==> src/rtl/cam_cfg_sequencer.sv <==
// ---------------------------------------------------------------------------
// cam_cfg_sequencer
//
// Walks the camera sensor register table held in an external synchronous ROM
// and issues one I2C register write per entry through the existing driver.
// Each table entry is {reg[15:0], data[7:0]}. reg == 16'hFFFF marks a delay
// entry of data * DELAY_TICKS clock cycles. A write that is NACKed, or whose
// driver never raises busy, is retried up to MAX_RETRY extra times. After
// that the run stops with cfg_fail and the failing index.
//
// Ports
//   clk_i            I2C control clock (single clock domain)
//   rst_n            synchronous active-low reset
//   cfg_start        run request; a rising edge in IDLE/DONE/FAIL starts a run
//   rom_addr         table ROM read address
//   rom_data         table ROM data, one cycle after rom_addr
//   i2c_device_addr  constant device address for the driver
//   wr_rd_flag       constant 0 (write) for the driver
//   register         register address for the driver
//   data_byte        write data for the driver
//   start_en         one-cycle transaction start pulse for the driver
//   busy             driver busy
//   err              driver NACK flag, valid when busy falls
//   cfg_busy         run in progress
//   cfg_done         sticky, table completed
//   cfg_fail         sticky, an entry ran out of retries
//   fail_index       failing entry index, 0 unless cfg_fail
//
// Assumes GAP_CYCLES >= 1, BUSY_TIMEOUT >= 1 and DELAY_TICKS >= 1.
// ---------------------------------------------------------------------------
module cam_cfg_sequencer #(
  parameter logic [7:0] DEV_ADDR     = 8'h78,
  parameter int         NUM_ENTRIES  = 16,
  parameter int         ADDR_W       = 8,
  parameter int         MAX_RETRY    = 3,
  parameter int         DELAY_TICKS  = 800,
  parameter int         BUSY_TIMEOUT = 64,
  parameter int         GAP_CYCLES   = 4
) (
  input  logic              clk_i,
  input  logic              rst_n,
  input  logic              cfg_start,
  output logic [ADDR_W-1:0] rom_addr,
  input  logic [23:0]       rom_data,
  output logic [7:0]        i2c_device_addr,
  output logic              wr_rd_flag,
  output logic [15:0]       register,
  output logic [7:0]        data_byte,
  output logic              start_en,
  input  logic              busy,
  input  logic              err,
  output logic              cfg_busy,
  output logic              cfg_done,
  output logic              cfg_fail,
  output logic [ADDR_W-1:0] fail_index
);

  // The delay counter must hold 255 * DELAY_TICKS without overflow.
  localparam int DLY_W = 8 + $clog2(DELAY_TICKS);
  localparam int TO_W  = $clog2(BUSY_TIMEOUT + 1);
  localparam int GAP_W = $clog2(GAP_CYCLES + 1);
  localparam int RTY_W = (MAX_RETRY > 0) ? $clog2(MAX_RETRY + 1) : 1;

  localparam logic [ADDR_W-1:0] LAST_IDX  = ADDR_W'(NUM_ENTRIES - 1);
  localparam logic [TO_W-1:0]   TO_LAST   = TO_W'(BUSY_TIMEOUT - 1);
  localparam logic [GAP_W-1:0]  GAP_LAST  = GAP_W'(GAP_CYCLES - 1);
  localparam logic [RTY_W-1:0]  RTY_MAX   = RTY_W'(MAX_RETRY);
  localparam logic [DLY_W-1:0]  DLY_TICKS = DLY_W'(DELAY_TICKS);
  localparam logic [15:0]       DELAY_REG = 16'hFFFF;

  typedef enum logic [3:0] {
    S_IDLE    = 4'd0,
    S_FETCH   = 4'd1,
    S_LATCH   = 4'd2,
    S_DECODE  = 4'd3,
    S_ISSUE   = 4'd4,
    S_WAIT_HI = 4'd5,
    S_WAIT_LO = 4'd6,
    S_CHECK   = 4'd7,
    S_GAP     = 4'd8,
    S_DELAY   = 4'd9,
    S_NEXT    = 4'd10,
    S_DONE    = 4'd11,
    S_FAIL    = 4'd12
  } state_t;

  state_t            state_q;
  logic              start_prev_q;
  logic [ADDR_W-1:0] idx_q;
  logic [23:0]       ent_q;
  logic [RTY_W-1:0]  retry_q;
  logic [DLY_W-1:0]  dly_q;
  logic [TO_W-1:0]   to_cnt_q;
  logic [GAP_W-1:0]  gap_cnt_q;
  logic              gap_retry_q;   // GAP exits to ISSUE (retry) rather than NEXT
  logic              err_flag_q;

  logic [ADDR_W-1:0] rom_addr_q;
  logic [15:0]       register_q;
  logic [7:0]        data_byte_q;
  logic              start_en_q;
  logic              cfg_busy_q;
  logic              cfg_done_q;
  logic              cfg_fail_q;
  logic [ADDR_W-1:0] fail_index_q;

  logic              start_edge;
  logic [DLY_W-1:0]  dly_load_d;
  logic [ADDR_W-1:0] idx_inc_d;

  // Start edge detection, delay length and next index.
  always_comb begin
    start_edge = cfg_start & ~start_prev_q;
    dly_load_d = DLY_W'(ent_q[7:0]) * DLY_TICKS;
    idx_inc_d  = idx_q + ADDR_W'(1);
  end

  // Sequencer FSM with all outputs registered.
  always_ff @(posedge clk_i) begin
    if (!rst_n) begin
      state_q      <= S_IDLE;
      start_prev_q <= 1'b0;
      idx_q        <= '0;
      ent_q        <= '0;
      retry_q      <= '0;
      dly_q        <= '0;
      to_cnt_q     <= '0;
      gap_cnt_q    <= '0;
      gap_retry_q  <= 1'b0;
      err_flag_q   <= 1'b0;
      rom_addr_q   <= '0;
      register_q   <= '0;
      data_byte_q  <= '0;
      start_en_q   <= 1'b0;
      cfg_busy_q   <= 1'b0;
      cfg_done_q   <= 1'b0;
      cfg_fail_q   <= 1'b0;
      fail_index_q <= '0;
    end else begin
      start_prev_q <= cfg_start;
      // start_en is raised on entry to ISSUE so it is high only while in ISSUE.
      start_en_q   <= 1'b0;
      case (state_q)
        S_IDLE, S_DONE, S_FAIL: begin
          if (start_edge) begin
            idx_q        <= '0;
            // Address is presented ahead of FETCH so the ROM output is
            // already valid by the LATCH cycle.
            rom_addr_q   <= '0;
            cfg_done_q   <= 1'b0;
            cfg_fail_q   <= 1'b0;
            fail_index_q <= '0;
            cfg_busy_q   <= 1'b1;
            state_q      <= S_FETCH;
          end else begin
            state_q <= state_q;
          end
        end
        S_FETCH: begin
          rom_addr_q <= idx_q;
          state_q    <= S_LATCH;
        end
        S_LATCH: begin
          ent_q   <= rom_data;
          retry_q <= '0;
          state_q <= S_DECODE;
        end
        S_DECODE: begin
          if (ent_q[23:8] == DELAY_REG) begin
            if (ent_q[7:0] == 8'h00) begin
              state_q <= S_NEXT;
            end else begin
              dly_q   <= dly_load_d;
              state_q <= S_DELAY;
            end
          end else begin
            register_q  <= ent_q[23:8];
            data_byte_q <= ent_q[7:0];
            start_en_q  <= 1'b1;
            state_q     <= S_ISSUE;
          end
        end
        S_ISSUE: begin
          to_cnt_q <= '0;
          state_q  <= S_WAIT_HI;
        end
        S_WAIT_HI: begin
          if (busy) begin
            state_q <= S_WAIT_LO;
          end else if (to_cnt_q == TO_LAST) begin
            // Driver never acknowledged the start: handle like a NACK.
            err_flag_q <= 1'b1;
            state_q    <= S_CHECK;
          end else begin
            to_cnt_q <= to_cnt_q + TO_W'(1);
          end
        end
        S_WAIT_LO: begin
          if (!busy) begin
            err_flag_q <= err;
            state_q    <= S_CHECK;
          end else begin
            state_q <= S_WAIT_LO;
          end
        end
        S_CHECK: begin
          gap_cnt_q <= '0;
          if (!err_flag_q) begin
            gap_retry_q <= 1'b0;
            state_q     <= S_GAP;
          end else if (retry_q < RTY_MAX) begin
            retry_q     <= retry_q + RTY_W'(1);
            gap_retry_q <= 1'b1;
            state_q     <= S_GAP;
          end else begin
            cfg_fail_q   <= 1'b1;
            fail_index_q <= idx_q;
            cfg_busy_q   <= 1'b0;
            state_q      <= S_FAIL;
          end
        end
        S_GAP: begin
          if (gap_cnt_q == GAP_LAST) begin
            if (gap_retry_q) begin
              start_en_q <= 1'b1;
              state_q    <= S_ISSUE;
            end else begin
              state_q <= S_NEXT;
            end
          end else begin
            gap_cnt_q <= gap_cnt_q + GAP_W'(1);
          end
        end
        S_DELAY: begin
          if (dly_q <= DLY_W'(1)) begin
            dly_q   <= '0;
            state_q <= S_NEXT;
          end else begin
            dly_q <= dly_q - DLY_W'(1);
          end
        end
        S_NEXT: begin
          if (idx_q == LAST_IDX) begin
            cfg_done_q <= 1'b1;
            cfg_busy_q <= 1'b0;
            state_q    <= S_DONE;
          end else begin
            idx_q      <= idx_inc_d;
            rom_addr_q <= idx_inc_d;
            state_q    <= S_FETCH;
          end
        end
        default: begin
          cfg_busy_q <= 1'b0;
          state_q    <= S_IDLE;
        end
      endcase
    end
  end

  assign rom_addr        = rom_addr_q;
  assign i2c_device_addr = DEV_ADDR;
  assign wr_rd_flag      = 1'b0;
  assign register        = register_q;
  assign data_byte       = data_byte_q;
  assign start_en        = start_en_q;
  assign cfg_busy        = cfg_busy_q;
  assign cfg_done        = cfg_done_q;
  assign cfg_fail        = cfg_fail_q;
  assign fail_index      = fail_index_q;

endmodule

==> config.mk <==
export PLATFORM = sky130hd
export DESIGN_NAME = cam_cfg_sequencer
export DESIGN_NICKNAME = d
export VERILOG_FILES = /design/src/rtl/cam_cfg_sequencer.sv
export SDC_FILE = /design/constraint.sdc
export NUM_CORES = 1
export LEC_CHECK = 0
export ABC_AREA = 1
export CORE_ASPECT_RATIO = 1.75
export CORE_MARGIN = 2
export CORE_UTILIZATION = 55
export DETAILED_ROUTE_END_ITERATION = 8
export GPL_ROUTABILITY_DRIVEN = 0
export PLACE_DENSITY = 0.79
export REMOVE_ABC_BUFFERS = 1
export SLEW_MARGIN = 15
export SYNTH_ARGS = -nofsm -noshare
export SYNTH_HDL_FRONTEND = slang
export SYNTH_SLANG_ARGS = --single-unit
export TNS_END_PERCENT = 100
==> constraint.sdc <==
create_clock -name clk_i -period 3.1 [get_ports clk_i]
set_input_delay 0.31 -clock clk_i [delete_from_list [all_inputs] [get_ports clk_i]]
set_output_delay 0.31 -clock clk_i [all_outputs]
set_load 0.1 [all_outputs]
# Word-level counts from Yosys, hierarchy flattened
# Cells that the tools add are included.
# totals
elab_cells	141
ff_bits	113
out_inout_bits	53
input_bits	29
# op_classes
n_eq_ne	33
n_mux	53
bitwise	4
magnitude_cmp	2
n_reduce_logical	25
addsub	5
mul	1
# ops
operator	count
$mux 18	3
$pmux 4 s11	1
$pmux 18 s2	1
$mux 4	8
$mux 8	4
$pmux 8 s2	2
$ne 2x2->1 const B	15
$pmux 8 s3	1
$eq 4x4->1 const B	5
$le 18x1->1 const B	1
$reduce_and 3->1	6
$sub 18x1->18 const B	1
$mux 1	17
$eq 16x16->1 const B	1
$eq 4x3->1 const B	4
$mux 7	2
$pmux 7 s2	1
$reduce_bool 2->1	7
$mul 8x5->13 const B	1
$reduce_and 4->1	3
$mux 3	3
$add 8x1->8 const B	1
$eq 4x2->1 const B	2
$eq 8x4->1 const B	1
23 further kinds	32

# Longest topological paths before layout
# Gate-level depths: netlist (run 1).
# logic_depth
depth_word	4
mapped_depth	16
depth_no_buf	16

# Worst setup path before layout (run 1)
# Ideal clock, no wire load.
# synth_timing
path_kind	register to register
from	register ent_q[3]
to	register dly_q[15]
period_less_slack_ns	2.499
path_slack_ns	0.601
stages_incl_launch_ff	15
required_ns	2.983
arrival_time_ns	2.382
setup_ns	0.117
path_buffers	0
path_cell_list	dfxtp_1 > inv_1 > ha_1 > ha_1 > fa_1 > ha_1 > nand2_1 > nand2_1 > nand4_1 > nand2_1 > nand2_1 > nand3_1 > nand2_1 > nor2_1 > nor2_1
# synth_between
elab_chain_len	4
elab_cells_between_ends	7
classes_between	mul (1); eq/ne (1); mux (3); reduce/logical (2)
# synth_lines
item	line_no	text
start: declaration	90	logic [23:0] ent_q;
start signal: assignment	164	ent_q <= rom_data;
$mul 8x5->13	114	dly_load_d = DLY_W'(ent_q[7:0]) * DLY_TICKS;
$mux 18	170	if (ent_q[7:0] == 8'h00) begin
$mux 18	169	if (ent_q[23:8] == DELAY_REG) begin
$pmux 18 s2	143	case (state_q)
end signal: assignment	173	dly_q <= dly_load_d;
end signal: assignment	239	dly_q <= dly_q - DLY_W'(1);
end: declaration	92	logic [DLY_W-1:0] dly_q;
# Several ways; a longest one is shown, not always the timed one. The select of a mux whose other input is x is not followed.
# A chain may end at the register's enable or synchronous reset.

# Final worst setup path (run 1)
# Same ends and word-level chain as after synthesis.

==> run summary, run 1 <==
Vias in the first global route: 5793
Global route overflow: 0
Critical Path Start Type: flop
GRT Total Usage: 25.30%
Die ar.: 12270 um^2
Pwr dens: 845.5 nW/um^2
Clock slew at reported path FFs: 0.05 ns
CP Max Fanout: 4
Crit share post-route: 90.13%
Most frequent cells in the layout: nand2_1 (193), nor2_1 (161), dfxtp_1 (113)
Via count: 5966
Post-cts gate resize count: 0
# port buffers: 72
Post-synth EDFFs: 0
Setup TNS: 0 ns
RSZ-0062 raised after global routing: false
IO Pins: 82
Hold WS: 0.4427 ns
Leakage power total: 3.436 nW
Cts hold-fix bufs: 0
Cell count after synthesis: 906
Wire length per cell: 13.29 um
Nets: 1049
Synthesis-stage register bit count: 113
Slew margin rel.: 31.51%
Max Buffers Root-to-Sink: 2
Vias/cell: 5.317
Synth warn: 0
Critical path arrival: 3.10 ns
Hpwl dp: 10690 um
Critical path data required time: 3.40 ns
Setup violations, final: 0
Share of flip-flops with an asynchronous set or reset: 0%
Commonest non-fill, non-tap cell in the layout: nand2_1
CTS tree: done
Post-DRT Antenna Nets: 0
Yosys top cell by area: dfxtp_1
Multi-input gate area: 3505 um^2
Pre-Repair DR Iteration Count: 5
Max-cap viol count: 0
DRT iter0 DRCs: 300
Min Tclk post-route: 2.794 ns
Number of core rows: 51
Die height: 145.0 um
Die W: 84.60 um
Worst slew pin tran: 1.024 ns
Dominant synthesized flop cell: dfxtp_1
Clock Latency Late Sink: 0.42 ns
Initial antenna violation count: 0
Post-CTS setup buffer count: 0
Crit path capture type: flop
Largest net degree at the start of global routing: 71
Initial Util: 56.31%
Register Area: 2262 um^2
Top cells by area, synth: dfxtp_1 (36%), nand2_1 (12%), nor2_1 (9.7%)
Clock Tree Root: clkbuf_16
Clk sinks: 113
Clk_skew: 0.007371 ns
Post-synthesis sequential area ratio: 36.18%
First-pass GRT wire length: 25570 um
Filler instances: 981
Mapped Area: 6252 um^2
Yosys cell types: 41
Final Hold Viols: 0
Mean area per synthesized cell: 6.901 um^2
Hold Crit Class: input pin to flop
Fmax: 357.9 MHz
Share of the synthesized area in the top cell type: 36.18%
Share of layout cells above drive strength 1: 7.172%
Detailed Route WL: 14920 um
Peak VDD IR: 0.5608 mV
Ant diodes: 0
Final Max Slew Viols: 0
Core ar.: 11100 um^2
Status: completed
Area growth syn-to-layout: 21.95%
Setup CP Type: flop to flop
Drc violations: 0
H-tree Lvls: 4
TritonCTS Buffers: 17
[synth_stat cells (4+ instances only)]
master,count
nand4_1,11
clkbuf_1,15
xor2_1,6
inv_1,77
buf_2,7
buf_4,11
nand3_1,49
xnor2_1,7
nor3_1,5
nand2_1,193
nand2_2,4
nor2_4,6
nor2_1,161
dfxtp_1,113
inv_2,5
ha_1,40
o21ai_0,79
a21oi_1,76
nor2_2,4
[flip-flops by register name (all words and copies together), names as in the netlist, 3 cells and up]
| name | count |
|---|---|
| data_byte | 8 |
| dly_q | 18 |
| ent_q | 24 |
| fail_index | 8 |
| gap_cnt_q | 3 |
| idx_q | 8 |
| register | 16 |
| rom_addr | 8 |
| state_q | 4 |
| to_cnt_q | 7 |
[cells by family after synthesis]
| family | Yosys count | synth area share (%) |
|---|---|---|
| flip-flops | 113 | 36.18 |
| buffers and inverters | 120 | 8.185 |
| XOR/XNOR | 13 | 1.821 |
| AND/OR/NAND/NOR | 444 | 30.04 |
| other | 2 | 0.1201 |
| AO/OA/AOI/OAI | 171 | 14.69 |
| adder cells (fa/ha/maj) | 43 | 8.965 |
[power breakdown]
| part | leakage (nW) | switching, mW | internal (mW) |
|---|---|---|---|
| logic | 2.25 | 1.78 | 0.800 |
| clock network | 0.272 | 0.707 | 1.26 |
| registers | 0.915 | 0.210 | 1.69 |
[layout make-up]
type | instances | share of cell area [%]
Inverter | 85 | 4.217
Timing Repair Buffer | 80 | 10.17
Tap cell | 132 | 2.166
Multi-Input combinational cell | 680 | 45.96
Clock inverter | 13 | 2.133
Clock buffer | 19 | 5.678
Sequential cell | 113 | 29.67
[worst paths after layout]
path            startpoint       endpoint  slack [ns]  cells after the start
min reg2reg  fail_index[3]  fail_index[3]        0.46                      2
max               ent_q[3]      dly_q[15]        0.31                     14
max reg2reg       ent_q[3]      dly_q[15]        0.31                     14
min                  rst_n       dly_q[4]        0.44                      3
[metrics by stage]
| stage | utilization (%) | instances | cell area, um^2 | setup slack [ns] | power, mW |
|---|---|---|---|---|---|
| 6_report | 68.67 | 1122 | 7625 | 0.3060 | 6.447 |
| 5_1_grt | 68.67 | 1122 | 7625 | 0.08691 | 6.852 |
| 4_1_cts | 68.67 | 1122 | 7625 | 0.3043 | 6.461 |
| 3_5_place_dp | 63.31 | 1090 | 7029 | 0.3321 | 4.470 |
| 3_3_place_gp | 63.31 | 1090 | 7029 | 0.4192 | 4.425 |
| 2_1_floorplan | - | 878 | 6088 | 0.5857 | 3.840 |
[worst max-delay path, stage by stage, from the launching register on]
cell and delay (ns):
dfxtp_1 0.39, inv_1 0.10, ha_1 0.32, ha_1 0.32
fa_1 0.47, ha_1 0.34, nand2_1 0.08, nand2_1 0.14
nand4_1 0.12, nand2_1 0.08, nand2_1 0.05, nand3_1 0.07
nand2_1 0.05, nor2_1 0.10, nor2_1 0.05
[metal layers]
layer,share of wire (%),vias up,global-route usage (%)
met5,0,-,0
met2,54,155,47.05
met1,37,2697,25.87
met4,3.9,0,13.65
met3,4.3,47,4.664
li1,-,3067,-
(Power assumes the default switching activity.)
==> inputs of run 2 (changes only) <==
ABC_AREA = default   (was 1)
CAP_MARGIN = 20   (was default)
CELL_PAD_IN_SITES_DETAIL_PLACEMENT = 2   (was default)
CELL_PAD_IN_SITES_GLOBAL_PLACEMENT = 2   (was default)
CORE_UTILIZATION = 33   (was 55)
PLACE_DENSITY = 0.8   (was 0.79)
==> run summary, run 2 <==
Status: completed
Critical path data required time: 3.41 ns (about the same)
Die W: 104.9 um (+24%)
Cell mode on critical path: ha_1
Hold WS: 0.4200 ns (-0.02271 ns)
Largest net degree at the start of global routing: 57 (-20%)
IO Pins: 82 (unchanged)
Die height: 180.7 um (+25%)
Max-cap viol count: 0 (unchanged)
Detailed Route WL: 21430 um (+44%)
Filler instances: 1988 (+100%)
Pwr dens: 697.6 nW/um^2 (-17%)
Share of layout cells above drive strength 1: 10.90% (+3.7 points)
Clk sinks: 113 (unchanged)
First-pass GRT wire length: 34410 um (+35%)
# port buffers: 72 (unchanged)
Via count: 5760 (-3.5%)
Clock slew at reported path FFs: 0.07 ns (+0.02 ns)
Core ar.: 17460 um^2 (+57%)
Synth cell count leaders: nand2_1 (130), dfxtp_1 (113), a21oi_1 (86)
Share of the synthesized area in the top cell type: 38.44% (+2.3 points)
GRT Total Usage: 23.08% (-2.2 points)
Slew margin rel.: 32.16% (+0.65 points)
Critical path arrival: 3.28 ns (+0.18 ns)
Worst slew pin tran: 1.014 ns (-0.009707 ns)
Pre-Repair DR Iteration Count: 4 (-1)
Setup CP Type: flop to flop
Critical Path Start Type: flop
Reg with most FFs: ent_q
Post-CTS setup buffer count: 0 (unchanged)
Cell count after synthesis: 720 (-21%)
Global route overflow: 0 (unchanged)
Most numerous cell in the Yosys netlist: nand2_1
Dominant synthesized flop cell: dfxtp_1
Worst-path cell chain: inv_1 > ha_1 > ha_1 > fa_1 > ha_4 > buf_4 > o21ai_2 > o21bai_2 > a211oi_1 > o21bai_1 > xnor2_1 > o21ai_1
Mapped Area: 5884 um^2 (-5.9%)
Synthesis-stage register bit count: 113 (unchanged)
Worst R2R Path Depth: 12 (-2)
Fmax: 337.1 MHz (-5.8%)
DRT iter0 DRCs: 196 (-35%)
Hpwl dp: 15690 um (+47%)
Clk_skew: 0.01027 ns (+0.002903 ns)
Die ar.: 18960 um^2 (+55%)
Yosys top cell by area: dfxtp_1
Slowest cell delay on critical path: 0.61 ns (+0.14 ns)
Share of flip-flops with an asynchronous set or reset: 0% (unchanged)
Initial antenna violation count: 0 (unchanged)
Number of core rows: 64 (+25%)
Final Hold Viols: 0 (unchanged)
Hold Crit Class: input pin to flop
Hold depth: 3 (unchanged)
Multi-input gate area: 3368 um^2 (-3.9%)
Top cells by area, synth: dfxtp_1 (38%), ha_1 (8.5%), nand2_1 (8.3%)
Crit share post-route: 95.69% (+5.6 points)
Post-synthesis sequential area ratio: 38.44% (+2.3 points)
Crit path capture type: flop
Register Area: 2268 um^2 (+0.28%)
Max reg flops: 24 (unchanged)
Synth warn: 0 (unchanged)
CTS tree: done
Setup violations, final: 0 (unchanged)
Commonest non-fill, non-tap cell in the layout: nand2_1
Vias/cell: 5.549 (+4.4%)
Max Buffers Root-to-Sink: 2 (unchanged)
Peak VDD IR: 0.3350 mV (-40%)
Vias in the first global route: 6600 (+14%)
Cts hold-fix bufs: 0 (unchanged)
TritonCTS Buffers: 17 (unchanged)
Post-DRT Antenna Nets: 0 (unchanged)
Wire length per cell: 20.64 um (+55%)
Clock Latency Late Sink: 0.44 ns (+0.02 ns)
Min Tclk post-route: 2.966 ns (+0.1725 ns)
Most frequent cells in the layout: nand2_1 (130), dfxtp_1 (110), a21oi_1 (85)
CP max stage cell: fa_1
Area growth syn-to-layout: 27.47%
Yosys cell types: 70 (+71%)
Final Max Slew Viols: 0 (unchanged)
H-tree Lvls: 4 (unchanged)
Post-route cell area: 7501 um^2 (-1.6%)
Initial Util: 33.71% (-23 points)
Clock Tree Root: clkbuf_16
Nets: 866 (-17%)
Mean area per synthesized cell: 8.173 um^2 (+18%)
Placed cell areas: 6862 um^2 (-2.4%)
CP Max Fanout: 5 (+1)
Ant diodes: 0 (unchanged)
Post-synth EDFFs: 0 (unchanged)
Drc violations: 0 (unchanged)
Leakage power total: 2.869 nW (-17%)
[run 2: cell types whose count changed after synthesis, moves of 7 or more]
cell / change
a211oi_1: +9
a21oi_1: +10
a22o_1: +9
a31oi_1: +16
clkbuf_1: +7
inv_1: -53
nand2_1: -63
nand2b_1: +7
nand3_1: -37
nor2_1: -111
nor3_1: +13
o21ai_0: -57
[run 2: final cells by class]
type / instances / share of cell area [%]
Multi-Input combinational cell: 541 / 44.90
Clock buffer: 17 / 5.671
Clock inverter: 15 / 2.135
Inverter: 25 / 1.251
Timing Repair Buffer: 96 / 11.94
Sequential cell: 113 / 30.24
Tap cell: 231 / 3.853
[run 2: logic make-up (layout without fill, tap and decap cells)]
| group | after synthesis | after routing | synth area share (%) |
|---|---|---|---|
| AND/OR/NAND/NOR | 268 | 268 | 21.39 |
| multiplexers | 2 | 2 | 0.3615 |
| other | 2 | 9 | 0.1276 |
| flip-flops | 113 | 113 | 38.44 |
| adder cells (fa/ha/maj) | 43 | 43 | 9.526 |
| XOR/XNOR | 13 | 13 | 1.935 |
| buffers and inverters | 73 | 153 | 5.656 |
| AO/OA/AOI/OAI | 206 | 206 | 22.56 |
[run 2: per-stage QoR]
stage / setup TNS [ns] / setup WS (ns) / power (mW) / instances / util [%]
floorplan: 0 / 0.2289 / 2.642 / 679 / -
global placement: 0 / 0.1522 / 3.136 / 1006 / 39.31
detailed placement: -0.1633 / -0.1056 / 3.217 / 1006 / 39.31
CTS: 0 / 0.007100 / 5.238 / 1038 / 42.67
global route: -0.02494 / -0.02494 / 5.479 / 1038 / 42.97
finish: 0 / 0.1335 / 5.233 / 1038 / 42.97
[run 2: report_power, final]
group          total (mW)  internal, mW  switching, mW
registers            1.69          1.55          0.141
clock network        1.99          1.14          0.846
logic                1.55         0.490           1.06
[run 2: metal layers]
metal | up-vias | track usage (%) | share of wire (%)
met5 | - | 0 | 0
met4 | 0 | 11.79 | 3.5
met3 | 54 | 4.557 | 2.7
met2 | 128 | 46.86 | 59
met1 | 2869 | 20.76 | 35
li1 | 2709 | - | -
[run 2: final timing paths]
check	end	from	slack (ns)
max	dly_q[16]	ent_q[2]	0.13
min	ent_q[19]	rom_data[19]	0.42
min reg2reg	to_cnt_q[6]	to_cnt_q[6]	0.44
max reg2reg	dly_q[16]	ent_q[2]	0.13
[run 2: worst max-delay path: cells and delay by family (launching register included)]
family                     cells  cell delay, ns
xor gates and xnor gates       1            0.16
AOI/OAI and AO/OA              5            0.64
buffers and inverters          2            0.22
adders and majority gates      4            1.44
DFF                            1            0.38
[run 2: what timing repair did]
item	CTS	global route
pin swaps	1	3
gates resized for setup	3	13
endpoints found under the setup margin	3	4
==> inputs of run 3 (changes only) <==
SLEW_MARGIN = 20   (was 15)
==> results of run 3 <==
No change in the layout: final DEF, timing and power equal those of run 2.
